==> src/rtl/request_unit_if.sv <==
// Control-unit strobes in, memory requests and commit strobe out,
// shared by the request sequencer and whatever drives it.
interface request_unit_if;
   logic ihit;
   logic dhit;
   logic dRENi;
   logic dWENi;
   logic halt;
   logic imemREN;
   logic dmemREN;
   logic dmemWEN;
   logic pcEN;
   logic halted;

   modport master (
      input  ihit, dhit, dRENi, dWENi, halt,
      output imemREN, dmemREN, dmemWEN, pcEN, halted
   );

   modport slave (
      output ihit, dhit, dRENi, dWENi, halt,
      input  imemREN, dmemREN, dmemWEN, pcEN, halted
   );
endinterface

==> src/rtl/request_unit.sv <==
// Fetch / data / halt request sequencer with a one-cycle pcEN commit.
// REQUEST_UNIT_PERF_EN adds saturating retire and data-stall counters.
module request_unit #(
  parameter int CNT_W = 32
) (
  input logic            CLK,
  input logic            nRST,
  request_unit_if.master ru
`ifdef REQUEST_UNIT_PERF_EN
  ,
  output logic [CNT_W-1:0] instr_cnt,
  output logic [CNT_W-1:0] dstall_cnt
`endif
);

  typedef enum logic [1:0] {
    IDLE,
    FETCH,
    DATA,
    HALT
  } state_t;

  state_t state;
  logic   rd_q;
  logic   wr_q;
  logic   pc_en;
  logic   mem_op;

  assign mem_op = ru.dRENi | ru.dWENi;

  always_ff @(posedge CLK or negedge nRST) begin
    if (!nRST) begin
      state <= IDLE;
      rd_q  <= 1'b0;
      wr_q  <= 1'b0;
    end else begin
      unique case (state)
        IDLE: state <= FETCH;
        FETCH: begin
          if (ru.ihit) begin
            if (ru.halt) begin
              state <= HALT;
            end else if (mem_op) begin
              state <= DATA;
              wr_q  <= ru.dWENi;
              rd_q  <= ru.dRENi & ~ru.dWENi;
            end
          end
        end
        DATA: begin
          if (ru.dhit) begin
            state <= FETCH;
            rd_q  <= 1'b0;
            wr_q  <= 1'b0;
          end
        end
        HALT: state <= HALT;
      endcase
    end
  end

  assign pc_en = ((state == FETCH) & ru.ihit
                  & ~ru.halt & ~mem_op)
               | ((state == DATA) & ru.dhit);

  assign ru.pcEN    = pc_en;
  assign ru.imemREN = (state == FETCH);
  assign ru.dmemREN = (state == DATA) & rd_q;
  assign ru.dmemWEN = (state == DATA) & wr_q;
  assign ru.halted  = (state == HALT);

`ifdef REQUEST_UNIT_PERF_EN
  always_ff @(posedge CLK or negedge nRST) begin
    if (!nRST) begin
      instr_cnt  <= '0;
      dstall_cnt <= '0;
    end else begin
      if (pc_en && !(&instr_cnt))
        instr_cnt <= instr_cnt + 1'b1;
      if ((state == DATA) && !ru.dhit
          && !(&dstall_cnt))
        dstall_cnt <= dstall_cnt + 1'b1;
    end
  end
`endif

endmodule

==> src/flat_wrapper.sv <==
// flat-port wrapper written by rule: the top's interface ports become plain ports
module request_unit_flat 
#(
  parameter int CNT_W = 32
)
  (CLK, nRST, ru_ihit, ru_dhit, ru_dRENi, ru_dWENi, ru_halt, ru_imemREN, ru_dmemREN, ru_dmemWEN, ru_pcEN, ru_halted);
  request_unit_if ru_i ();
  input logic CLK;
  input logic nRST;
  input wire logic [$bits(ru_i.ihit)-1:0] ru_ihit;
  input wire logic [$bits(ru_i.dhit)-1:0] ru_dhit;
  input wire logic [$bits(ru_i.dRENi)-1:0] ru_dRENi;
  input wire logic [$bits(ru_i.dWENi)-1:0] ru_dWENi;
  input wire logic [$bits(ru_i.halt)-1:0] ru_halt;
  output wire logic [$bits(ru_i.imemREN)-1:0] ru_imemREN;
  output wire logic [$bits(ru_i.dmemREN)-1:0] ru_dmemREN;
  output wire logic [$bits(ru_i.dmemWEN)-1:0] ru_dmemWEN;
  output wire logic [$bits(ru_i.pcEN)-1:0] ru_pcEN;
  output wire logic [$bits(ru_i.halted)-1:0] ru_halted;
  assign ru_i.ihit = ru_ihit;
  assign ru_i.dhit = ru_dhit;
  assign ru_i.dRENi = ru_dRENi;
  assign ru_i.dWENi = ru_dWENi;
  assign ru_i.halt = ru_halt;
  assign ru_imemREN = ru_i.imemREN;
  assign ru_dmemREN = ru_i.dmemREN;
  assign ru_dmemWEN = ru_i.dmemWEN;
  assign ru_pcEN = ru_i.pcEN;
  assign ru_halted = ru_i.halted;
  request_unit #(.CNT_W(CNT_W)) u_core (.CLK(CLK), .nRST(nRST), .ru(ru_i));
endmodule
==> config.mk <==
export PLATFORM = sky130hd
export DESIGN_NAME = request_unit_flat
export DESIGN_NICKNAME = d
export VERILOG_FILES = /design/src/rtl/request_unit_if.sv /design/src/rtl/request_unit.sv /design/src/flat_wrapper.sv
export SDC_FILE = /design/constraint.sdc
export NUM_CORES = 1
export LEC_CHECK = 0
export BUFFER_PORTS_ARGS = -buffer_cell sky130_fd_sc_hd__buf_2
export CAP_MARGIN = 20
export CORE_AREA = 2 2 39 41
export DETAILED_ROUTE_END_ITERATION = 10
export DIE_AREA = 0 0 41 43
export PLACE_DENSITY = 0.44
export SLEW_MARGIN = 20
export SYNTH_ARGS = -nofsm -noshare
export SYNTH_HDL_FRONTEND = slang
export SYNTH_SLANG_ARGS = --single-unit
==> constraint.sdc <==
create_clock -name CLK -period 1.73 [get_ports CLK]
set_input_delay 0.0865 -clock CLK [delete_from_list [all_inputs] [get_ports CLK]]
set_output_delay 0.0865 -clock CLK [all_outputs]
set_load 0.02 [all_outputs]
# After elaboration in Yosys (flattened, before gate mapping)
# Cells that the tools add are included.
# W data, S select, Z words.
# totals
regBits,4
input_bits,7
out_inout_bits,5
word_cells,41
# op_classes
eq_ne,8
muxes,14
bitwise,12
n_reduce_logical,4
# op_table
cell,n
$mux W2,4
$pmux W2 S4,1
$and A1 B1 Y1,7
$mux W1,7
$ne A2 B2 Y1 const B,3
$reduce_and A5 Y1,1
$eq A2 B2 Y1 const B,2
$pmux W1 S2,2
$ne A3 B2 Y1 const B,1
$not A1 Y1,3
$reduce_and A3 Y1,1
$eq A2 B1 Y1 const B,1
$logic_not A2 Y1,1
$ne A2 B1 Y1 const B,1
$or A1 B1 Y1,2
$reduce_bool A2 Y1,1

# Depth between registers and ports, before layout
# Gate-level depths: netlist of the first run.
# logic_depth
word_depth,6
ltp_mapped,5
ltp_nobuf,5

# Worst setup path before layout of the first run
# No wires, ideal clock.
# synth_timing
path_type,register to register
from,register u_core.state[0]
to,register u_core.state[0]
t_arrival_ps,1370
path_slack_ps,239
stages_incl_launch_ff,5
path_buffers,0
cell_sequence,dfrtp_1 -> ha_1 -> nor4b_1 -> or3_1 -> o22a_1
# synth_via
elab_chain_cells,3
word_cells_on_any_way,9
cone_classes,6 x eq/ne; 1 x mux; 2 x reduce/logical
# synth_lines
item,line_no,rtl
"start, declared",request_unit.sv:23,state_t state;
"start signal, assigned",request_unit.sv:33,state <= IDLE;
"start signal, assigned",request_unit.sv:38,IDLE: state <= FETCH;
"start signal, assigned",request_unit.sv:42,state <= HALT;
$eq A2 B1 Y1 *,n/a,
via ru_imemREN,flat_wrapper.sv:15,output wire logic [$bits(ru_i.imemREN)-1:0] ru_imemREN;
$ne A3 B2 Y1 (no source line) / $ne A2 B2 Y1 (equally long branches),n/a,
$reduce_and A3 Y1 (no source line),n/a,
# Mark *: on every way through the listed nets, which the timed path passes. The rest lies on a longest branch.
# A chain may end at the register's enable or synchronous reset.

# Worst setup path in the final report of the first run
# layout_timing
from,register u_core.state[0]
to,register u_core.state[1]
# layout_via
elab_chain_cells,3
word_cells_on_any_way,9
cone_classes,6 x eq/ne; 1 x mux; 2 x reduce/logical
# layout_lines
item,line_no,rtl
$eq A2 B1 Y1 / $eq A2 B2 Y1 (equally long branches),request_unit.sv:37,unique case (state)
$ne A3 B2 Y1 (no source line) / $ne A2 B2 Y1 (equally long branches),n/a,
$reduce_and A3 Y1 (no source line),n/a,
# Parallel ways exist; a longest one is shown, timed or not.

==> results by group, run 1 <==
Timing
  • Slew of the pin with the lowest slew margin: 0.396 ns
  • Slew Limit Fails: 0
  • Final worst-path cycle share: 90.5%
  • Slew margin rel.: 73.2%
  • Fmax: 639 MHz
  • Fin Setup TNS: 0 ns
  • RSZ-0062 raised after global routing: false
  • Worst Skew: 0.0000387 ns
  • Final number of setup-violating endpoints: 0
  • Minimum clock period: 1.57 ns
  • Fin. Hold Viols: 0

Route
  • Via count: 317
  • DRC viols: 0
  • Avg Vias per Cell: 4.95
  • Remaining antenna violation count: 0
  • WL/cell: 10.8 µm
  • Drt initial violations: 4
  • DR pass1 iterations: 4
  • Post-Route WL: 692 µm

Synth
  • Top cells by area, synth: dfrtp_1 31%, ha_1 15%, o211ai_1 9.2%, o22a_1 5.4%, and2_2 4.6%
  • Post-Synth Simple-Gate Area: 26.5%
  • Synth Area in Adders: 15.4%
  • Synth Instances: 33
  • Unique masters post-synth: 17
  • Syn Nets: 44
  • Portion of netlist area occupied by mux cells: 0%
  • Avg Cell Area, Syn: 9.86 µm²
  • Seq/Total Area, Yosys: 30.8%
  • Synth area leader: dfrtp_1
  • XOR/XNOR Fraction of Synth Area: 0%
  • Synth Register Bits: 4
  • Share of the synthesized area in the top cell type: 30.8%
  • Largest family of logic cells by synthesized area: simple AND/OR/NAND/NOR gates
  • Compound-cell area share of the yosys netlist: 23.8%
  • Synthesis Warnings: 0
  • Synthesized cell area: 325 µm²

Die
  • Core area: 1380 µm²
  • FP Rows: 14
  • Die Ht: 43 µm
  • IO Pins: 12
  • Die area: 1760 µm²
  • Width of the die: 41 µm
  • Starting Density: 23.5%

GRT
  • GRT Util Overall: 10.2%
  • Initial antenna violation count: 0
  • First-pass GRT wire length: 1170 µm
  • Vias in the first global route: 295
  • Total gr overflow: 0
  • Largest net degree at the start of global routing: 8

Layout
  • Area of the multi-input gates: 214 µm²
  • ANT cells: 0
  • Share of cells above drive strength 1: 39.6%
  • Synth-to-layout area growth: 33.1%
  • Reg area: 100 µm²
  • Commonest non-fill, non-tap cell in the layout: buf_2
  • Fill cell count: 148
  • Final design utilization: 31.3%
  • Nets@finish: 61
  • Commonest cells after routing, fill and taps aside: 11 x buf_2, 4 x o211ai_1, 4 x ha_1, 4 x dfrtp_1

Worst setup path
  • Arrival time of the worst setup path: 1.68 ns
  • Setup CP Type: flop to flop
  • Crit path from: u_core.state[0]
  • Startpoint types: flop
  • Crit path to: u_core.state[1]
  • R2R Path Start: u_core.state[0]
  • R2r worst-path depth: 5
  • Reg-to-Reg End: u_core.state[1]
  • Setup crit end kind: flop
  • R2R setup slack: 0.16 ns
  • Required @ worst endpoint: 1.84 ns
  • Critical path peak fanout: 5

Clock tree
  • Total CTS buffers: 3
  • H-tree Lvls: 1
  • Worst-path clk slew: 0.03 ns
  • Clk sinks: 4
  • TritonCTS clock tree: yes
  • Clock Tree Root: clkbuf_4
  • Setup Buffers After CTS: 0
  • Clk buf depth: 2
  • Clk Latency, worst-skew pair: 0.23 ns
  • # resized after CTS: 0

Place
  • GP Congestion: 0.683
  • PortBufs: 11
  • Hpwl dp: 602 µm

Min path
  • Worst Hold Depth: 3
  • Hold Path Class: input pin to flop

Power and ir drop
  • Power Dens Cells: 882 nW/µm²
  • Pleak: 0.000201 µW
  • Peak supply drop: 315 µV

Run status
  • Status: completed

Job
  • Max cap viols: 0
==> per-layer routing <==
layer  part of all wire [%]  track usage, %
met5                      0               0
met4                      0            4.00
met3                    7.8            6.28
met2                     51            15.3
met1                     41            11.0
==> what timing repair did <==
action / in CTS / in global routing
setup endpoints to repair: 0 / 0
hold buffers: 1 / 0
hold endpoints to repair: 4 / 0
==> stage by stage <==
step	std cells	hold slack (ns)	setup slack (ns)	cell area (µm²)	total power, µW
floorplan	33	-0.209	0.239	325	234
global placement	60	-0.101	0.175	400	279
detailed placement	60	-0.100	0.170	400	274
CTS	64	0.153	0.161	433	392
global route	64	0.154	0.0728	433	422
finish	64	0.158	0.164	433	382
==> kinds of logic (layout without fill, tap and decap cells) <==
logic type	count (synthesis)	count (layout)
adder cells (fa/ha/maj)	4	4
flip-flops	4	4
AO/OA/AOI/OAI	10	10
buffers and inverters	3	18
AND/OR/NAND/NOR	12	12
==> worst max-delay path: stages (launching register included) <==
cell,delay [ns]
dfrtp_1,0.40
inv_1,0.07
ha_1,0.25
nor2b_4,0.15
or3_1,0.37
o22a_1,0.21
==> worst min path at each step <==
stage	startpoint	end	slack [ns]
final	ru_dRENi	u_core.rd_q	0.16
after detailed placement	nRST	u_core.wr_q	-0.10
after CTS	ru_dRENi	u_core.rd_q	0.15
after global placement	nRST	u_core.wr_q	-0.10
after floorplan	nRST	u_core.rd_q	-0.21
after global routing	ru_dRENi	u_core.rd_q	0.15
==> flip-flops by register name, summed over array words and instances (netlist names) <==
signal / cells
u_core.state: 2
u_core.rd_q: 1
u_core.wr_q: 1
==> cell type report <==
class / count / area share [%]
Inverter: 3 / 2.60
Multi-Input combinational cell: 26 / 49.4
Clock buffer: 3 / 5.20
Tap cell: 16 / 4.62
Sequential cell: 4 / 23.1
Timing Repair Buffer: 12 / 15.0
==> power by group <==
part	internal [µW]	switching (µW)	total, µW
clock	77.1	31.3	108
sequential	122	21.2	144
combinational	60.1	69.8	130
total	260	122	382
==> synth_stat cells <==
master    instances
dfrtp_1           4
ha_1              4
o211ai_1          4
inv_1             3
and2_2            2
nand2_1           2
nor2b_1           2
o21ai_0           2
o22a_1            2
a211o_2           1
a32o_1            1
nand2b_4          1
nor2_1            1
nor2b_4           1
nor3_1            1
nor4b_1           1
or3_1             1
No activity file was read; power rests on OpenSTA's default activity.
==> inputs of run 2 (changes only) <==
- ABC_AREA: unset -> 1
- PLACE_DENSITY: 0.44 -> 0.45
==> results by group, run 2 <==
Synth
  • Unique masters post-synth: 12 (was 17)
  • Seq/Total Area, Yosys: 30.2% (was 30.8%)
  • Top cells by area, synth: dfrtp_1 30%, nand2_1 20%, ha_1 15%, inv_1 9.1%, nand3_1 6.0% (was dfrtp_1 31%, ha_1 15%, o211ai_1 9.2%, o22a_1 5.4%, and2_2 4.6%)
  • Async SR Flop Fraction: 100% (unchanged)
  • Synthesized cell area: 332 µm² (was 325 µm²)
  • Post-synth EDFFs: 0 (unchanged)
  • Synth Flop Type: dfrtp_1 (unchanged)
  • Synth area leader: dfrtp_1 (unchanged)
  • Synth Register Bits: 4 (unchanged)
  • Avg Cell Area, Syn: 6.50 µm² (was 9.86 µm²)
  • Most frequent cell after synthesis: nand2_1
  • Synth Instances: 51 (was 33)
  • Syn Nets: 62 (was 44)
  • Share of the synthesized area in the top cell type: 30.2% (was 30.8%)
  • Synthesis Warnings: 0 (unchanged)
  • Synth top cells by count: 18 x nand2_1, 8 x inv_1 (was 4 x dfrtp_1, 4 x ha_1, 4 x o211ai_1)

Timing
  • Fin Setup TNS: 0 ns (unchanged)
  • Slew of the pin with the lowest slew margin: 0.230 ns (was 0.396 ns)
  • Slew margin rel.: 84.7% (was 73.2%)
  • Slew Limit Fails: 0 (unchanged)
  • Fin. Hold Viols: 0 (unchanged)
  • Final number of setup-violating endpoints: 0 (unchanged)
  • RSZ-0062 raised after global routing: false (unchanged)
  • Worst Skew: 0.000455 ns (was 0.0000387 ns)
  • Final worst-path cycle share: 86.8% (was 90.5%)
  • Minimum clock period: 1.50 ns (was 1.57 ns)
  • Fmax: 666 MHz (was 639 MHz)

Layout
  • Synth-to-layout area growth: 32.5% (was 33.1%)
  • Commonest non-fill, non-tap cell in the layout: nand2_1 (was buf_2)
  • Top reg by flops: u_core.state (unchanged)
  • Final instance area: 439 µm² (was 433 µm²)
  • Commonest cells after routing, fill and taps aside: 18 x nand2_1, 11 x buf_2, 8 x inv_1 (was 11 x buf_2, 4 x o211ai_1, 4 x ha_1, 4 x dfrtp_1)
  • Fill cell count: 159 (was 148)
  • Share of cells above drive strength 1: 25.8% (was 39.6%)
  • Non-filler cells, final: 82 (was 64)
  • Nets@finish: 79 (was 61)
  • Regs by FF count: u_core.state x2, u_core.rd_q x1, u_core.wr_q x1 (unchanged)
  • Max reg flops: 2 (unchanged)
  • ANT cells: 0 (unchanged)

Clock tree
  • Clk sinks: 4 (unchanged)
  • H-tree Lvls: 1 (unchanged)
  • TritonCTS clock tree: yes (unchanged)
  • Clock Tree Root: clkbuf_4 (unchanged)
  • Quantity of hold-fixing buffers added after cts: 1 (unchanged)
  • Clk Latency, worst-skew pair: 0.23 ns (about the same)
  • Total CTS buffers: 3 (unchanged)
  • Clk buf depth: 2 (unchanged)
  • Setup Buffers After CTS: 0 (unchanged)
  • Worst-path clk slew: 0.04 ns (was 0.03 ns)
  • # resized after CTS: 0 (unchanged)

Place
  • Placed instance count: 78 (was 60)
  • GP Congestion: 0.727 (was 0.683)
  • Dpl cell area: 407 µm² (was 400 µm²)
  • Hpwl dp: 563 µm (was 602 µm)
  • PortBufs: 11 (unchanged)

Min path
  • Hold Path Class: input pin to async pin (was input pin to flop)

Worst setup path
  • R2R Path Start: u_core.state[0] (unchanged)
  • Required @ worst endpoint: 1.64 ns (was 1.84 ns)
  • Setup crit end kind: output port (was flop)
  • Setup CP Type: flop to output port (was flop to flop)
  • Critical path peak fanout: 6 (was 5)
  • Startpoint types: flop (unchanged)
  • R2r worst-path depth: 6 (was 5)
  • Crit path from: u_core.state[1] (was u_core.state[0])
  • Arrival time of the worst setup path: 1.41 ns (was 1.68 ns)

Route
  • Post-Route WL: 689 µm (was 692 µm)
  • Via count: 343 (was 317)
  • Remaining antenna violation count: 0 (unchanged)
  • Avg Vias per Cell: 4.18 (was 4.95)
  • DR pass1 iterations: 4 (unchanged)
  • WL/cell: 8.40 µm (was 10.8 µm)
  • Drt initial violations: 3 (was 4)
  • DRC viols: 0 (unchanged)

GRT
  • Total gr overflow: 0 (unchanged)
  • Vias in the first global route: 290 (was 295)
  • GRT Util Overall: 9.57% (was 10.2%)
  • Initial antenna violation count: 0 (unchanged)
  • First-pass GRT wire length: 1100 µm (was 1170 µm)
  • Largest net degree at the start of global routing: 8 (unchanged)

Die
  • Starting Density: 24.0% (was 23.5%)
  • FP Rows: 14 (unchanged)
  • Core area: 1380 µm² (unchanged)
  • Width of the die: 41 µm (unchanged)
  • Die area: 1760 µm² (unchanged)
  • IO Pins: 12 (unchanged)
  • Die Ht: 43 µm (unchanged)

Power and ir drop
  • Power Dens Cells: 1600 nW/µm² (was 882 nW/µm²)
  • Clock share of power: 16.3% (was 28.4%)
  • Sw Ratio: 46.7% (was 32.0%)
  • Comb pwr share: 59.0% (was 34.0%)
  • Peak supply drop: 661 µV (was 315 µV)
  • Switch Pwr: 329 µW (was 122 µW)
  • Pleak: 0.000278 µW (was 0.000201 µW)
  • Sequential power share: 24.8% (was 37.6%)
  • Internal Power: 375 µW (was 260 µW)

Job
  • Max cap viols: 0 (unchanged)

Run status
  • Status: completed (unchanged)
[run 2: final cells by class]
type | instances | area, µm² | area share (%)
multi-input cells | 38 | 198 | 45.0
flip-flops and latches | 4 | 100 | 22.8
repair buffers | 12 | 65.1 | 14.8
inverters | 9 | 33.8 | 7.69
clock buffers | 3 | 22.5 | 5.13
well taps | 16 | 20.0 | 4.56
[run 2: path summary, 6_finish.rpt]
kind | slack [ns] | endpoint
worst max register to register | 0.45 | u_core.wr_q
worst max-delay path | 0.23 | ru_pcEN
max in group asynchronous | 1.43 | u_core.rd_q
worst min-delay path | 0.18 | u_core.state[0]
worst min register to register | 0.47 | u_core.rd_q
min in group CLK | 0.21 | u_core.rd_q
[run 2: metrics by stage]
step	hold WS [ns]	setup WS [ns]	total power, µW	util, %
4_1_cts	0.181	0.205	719	31.7
3_5_place_dp	-0.105	0.436	596	29.4
3_3_place_gp	-0.105	0.445	598	29.4
5_1_grt	0.201	0.104	787	31.7
6_report	0.185	0.229	703	31.7
2_1_floorplan	-0.209	0.377	493	-
[run 2: cells by family after synthesis]
group,Yosys count,synth area share (%)
DFF,4,30.2
adders and majority gates,4,15.1
AOI/OAI and AO/OA,4,6.04
and+or+nand+nor,30,38.5
buffers and inverters,9,10.2
[run 2: critical path: stages, from the launching register on]
cell	delay, ns
dfrtp_1	0.40
inv_1	0.09
ha_1	0.23
nand2_1	0.13
o21ai_0	0.15
buf_2	0.18
[run 2: power groups by stage]
stage | combinational [µW] | sequential [µW] | clock [µW]
final | 415 | 174 | 114
after CTS | 422 | 176 | 121
after global placement | 419 | 179 | 0
after floorplan | 327 | 166 | 0
after global routing | 478 | 182 | 127
after detailed placement | 419 | 177 | 0
[run 2: layer usage]
metal  part of all wire, %  track usage [%]  wire length, µm
met1                    46             11.4              316
met2                    49             13.1              336
met3                   5.1             4.71               35
met4                     0             6.00                0
met5                     0                0                0
==> inputs of run 3 (changes only) <==
- SETUP_SLACK_MARGIN: unset -> 0.3
==> results by group, run 3 (synthesized netlist as in run 2, its figures left out) <==
Route
  • Post-Route WL: 716 µm (was 689 µm)
  • Remaining antenna violation count: 0 (unchanged)
  • DR pass1 iterations: 2 (was 4)
  • Avg Vias per Cell: 4.22 (was 4.18)
  • DRC viols: 0 (unchanged)
  • WL/cell: 8.63 µm (was 8.40 µm)
  • Via count: 350 (was 343)
  • Drt initial violations: 5 (was 3)

Power and ir drop
  • Switch Pwr: 358 µW (was 329 µW)
  • Clock share of power: 14.5% (was 16.3%)
  • Comb pwr share: 62.4% (was 59.0%)
  • Internal Power: 431 µW (was 375 µW)
  • Sequential power share: 23.2% (was 24.8%)
  • Sw Ratio: 45.3% (was 46.7%)
  • Peak supply drop: 595 µV (was 661 µV)
  • Power Dens Cells: 1650 nW/µm² (was 1600 nW/µm²)
  • Pleak: 0.000282 µW (was 0.000278 µW)

Timing
  • Fin. Hold Viols: 0 (unchanged)
  • Fin Setup TNS: 0 ns (unchanged)
  • Slew margin rel.: 87.6% (was 84.7%)
  • Final number of setup-violating endpoints: 0 (unchanged)
  • RSZ-0062 raised after global routing: false (unchanged)
  • Final worst-path cycle share: 76.8% (was 86.8%)
  • Slew of the pin with the lowest slew margin: 0.186 ns (was 0.230 ns)
  • Minimum clock period: 1.33 ns (was 1.50 ns)
  • Worst Skew: 0.000219 ns (was 0.000455 ns)
  • Slew Limit Fails: 0 (unchanged)
  • Fmax: 752 MHz (was 666 MHz)

Worst setup path
  • Setup CP Type: flop to output port (unchanged)
  • Startpoint types: flop (unchanged)
  • CP peak stage delay: 0.41 ns (was 0.40 ns)
  • Setup crit end kind: output port (unchanged)
  • CP delay by family, top: flip-flops (unchanged)
  • CP Cell Sequence: inv_2 -> ha_4 -> nand2_2 -> o21ai_1 -> buf_4 (was inv_1 -> ha_1 -> nand2_1 -> o21ai_0 -> buf_2)
  • Arrival time of the worst setup path: 1.24 ns (was 1.41 ns)
  • R2r worst-path depth: 4 (was 6)
  • Highest-delay cell along the critical path: dfrtp_1 (unchanged)
  • R2R Path Start: u_core.state[0] (unchanged)
  • Required @ worst endpoint: 1.64 ns (about the same)
  • Critical path peak fanout: 6 (unchanged)
  • R2R setup slack: 0.50 ns (was 0.45 ns)
  • Reg-to-Reg End: u_core.state[1] (was u_core.wr_q)
  • CP bufs+invs: 2 (unchanged)

Clock tree
  • Clk buf depth: 2 (unchanged)
  • Clk sinks: 4 (unchanged)
  • Clk Latency, worst-skew pair: 0.23 ns (about the same)
  • H-tree Lvls: 1 (unchanged)
  • Worst-path clk slew: 0.04 ns (about the same)
  • Clock Tree Root: clkbuf_4 (unchanged)
  • TritonCTS clock tree: yes (unchanged)
  • Total CTS buffers: 3 (unchanged)

Layout
  • Regs by FF count: u_core.state x2, u_core.rd_q x1, u_core.wr_q x1 (unchanged)
  • Synth-to-layout area growth: 44.2% (was 32.5%)
  • Nets@finish: 80 (was 79)
  • Commonest cells after routing, fill and taps aside: 17 x nand2_1, 10 x buf_2, 7 x inv_1 (was 18 x nand2_1, 11 x buf_2, 8 x inv_1)
  • Max reg flops: 2 (unchanged)
  • Share of cells above drive strength 1: 34.3% (was 25.8%)
  • ANT cells: 0 (unchanged)
  • Top reg by flops: u_core.state (unchanged)
  • Fill cell count: 157 (was 159)
  • Final instance area: 478 µm² (was 439 µm²)
  • Commonest non-fill, non-tap cell in the layout: nand2_1 (unchanged)

Die
  • Die area: 1760 µm² (unchanged)
  • Width of the die: 41 µm (unchanged)
  • Core area: 1380 µm² (unchanged)
  • Die Ht: 43 µm (unchanged)
  • IO Pins: 12 (unchanged)
  • Starting Density: 24.0% (unchanged)
  • FP Rows: 14 (unchanged)

Place
  • Hpwl dp: 563 µm (unchanged)
  • Dpl cell area: 407 µm² (unchanged)
  • PortBufs: 11 (unchanged)
  • GP Congestion: 0.727 (unchanged)

GRT
  • First-pass GRT wire length: 1150 µm (was 1100 µm)
  • Largest net degree at the start of global routing: 8 (unchanged)
  • GRT Util Overall: 9.87% (was 9.57%)
  • Total gr overflow: 0 (unchanged)
  • Initial antenna violation count: 0 (unchanged)
  • Vias in the first global route: 296 (was 290)

Job
  • Max cap viols: 0 (unchanged)

Run status
  • Status: completed (unchanged)

Min path
  • Hold Path Class: input pin to async pin (unchanged)
## run 3: worst max path at each step
stage | startpoint | endpoint | cells past startpoint
floorplan | u_core.state[1] | ru_pcEN | 4
global placement | u_core.state[0] | u_core.state[0] | 8
detailed placement | u_core.state[0] | u_core.wr_q | 6
CTS | u_core.state[0] | ru_pcEN | 4
global route | u_core.state[1] | ru_pcEN | 5
finish | u_core.state[1] | ru_pcEN | 5
## run 3: power groups by stage
stage / registers, µW / clock network (µW) / logic, µW
2_1_floorplan: 166 / 0 / 327
3_3_place_gp: 179 / 0 / 419
3_5_place_dp: 177 / 0 / 419
4_1_cts: 184 / 121 / 447
5_1_grt: 191 / 127 / 564
6_report: 183 / 114 / 492
## run 3: layout make-up
| cell class | instances | area (µm²) | area share [%] |
|---|---|---|---|
| Tap cell | 16 | 20.0 | 4.19 |
| Timing Repair Buffer | 13 | 75.1 | 15.7 |
| Sequential cell | 4 | 101 | 21.2 |
| Inverter | 9 | 33.8 | 7.07 |
| Multi-Input combinational cell | 38 | 225 | 47.1 |
| Clock buffer | 3 | 22.5 | 4.71 |
## run 3: through the flow
step	util [%]	instances	hold slack, ns	total power [µW]	worst slack (ns)
after floorplan	-	51	-0.209	493	0.377
after global placement	29.4	78	-0.105	598	0.445
after detailed placement	29.4	78	-0.105	596	0.436
after CTS	32.8	82	0.181	752	0.303
after global routing	34.5	83	0.201	882	0.322
final	34.5	83	0.185	789	0.401
## run 3: layer usage
metal	part of all wire [%]	GRT usage (%)	wire length, µm
met1	45	11.7	322
met2	50	13.8	358
met3	4.9	4.71	35
met4	0	6.00	0
met5	0	0	0
## run 3: worst register-to-register path, stage by stage (launching register included)
cell	delay [ns]
dfrtp_2	0.45
ha_1	0.24
or2_2	0.29
nand3_1	0.09
nand2_1	0.05
## run 3: repair_timing
item,in CTS,in global routing
setup endpoints to repair,1,3
resized for setup,4,5
hold buffers,1,0
endpoints found under the hold margin,4,0
buffers inserted,0,1
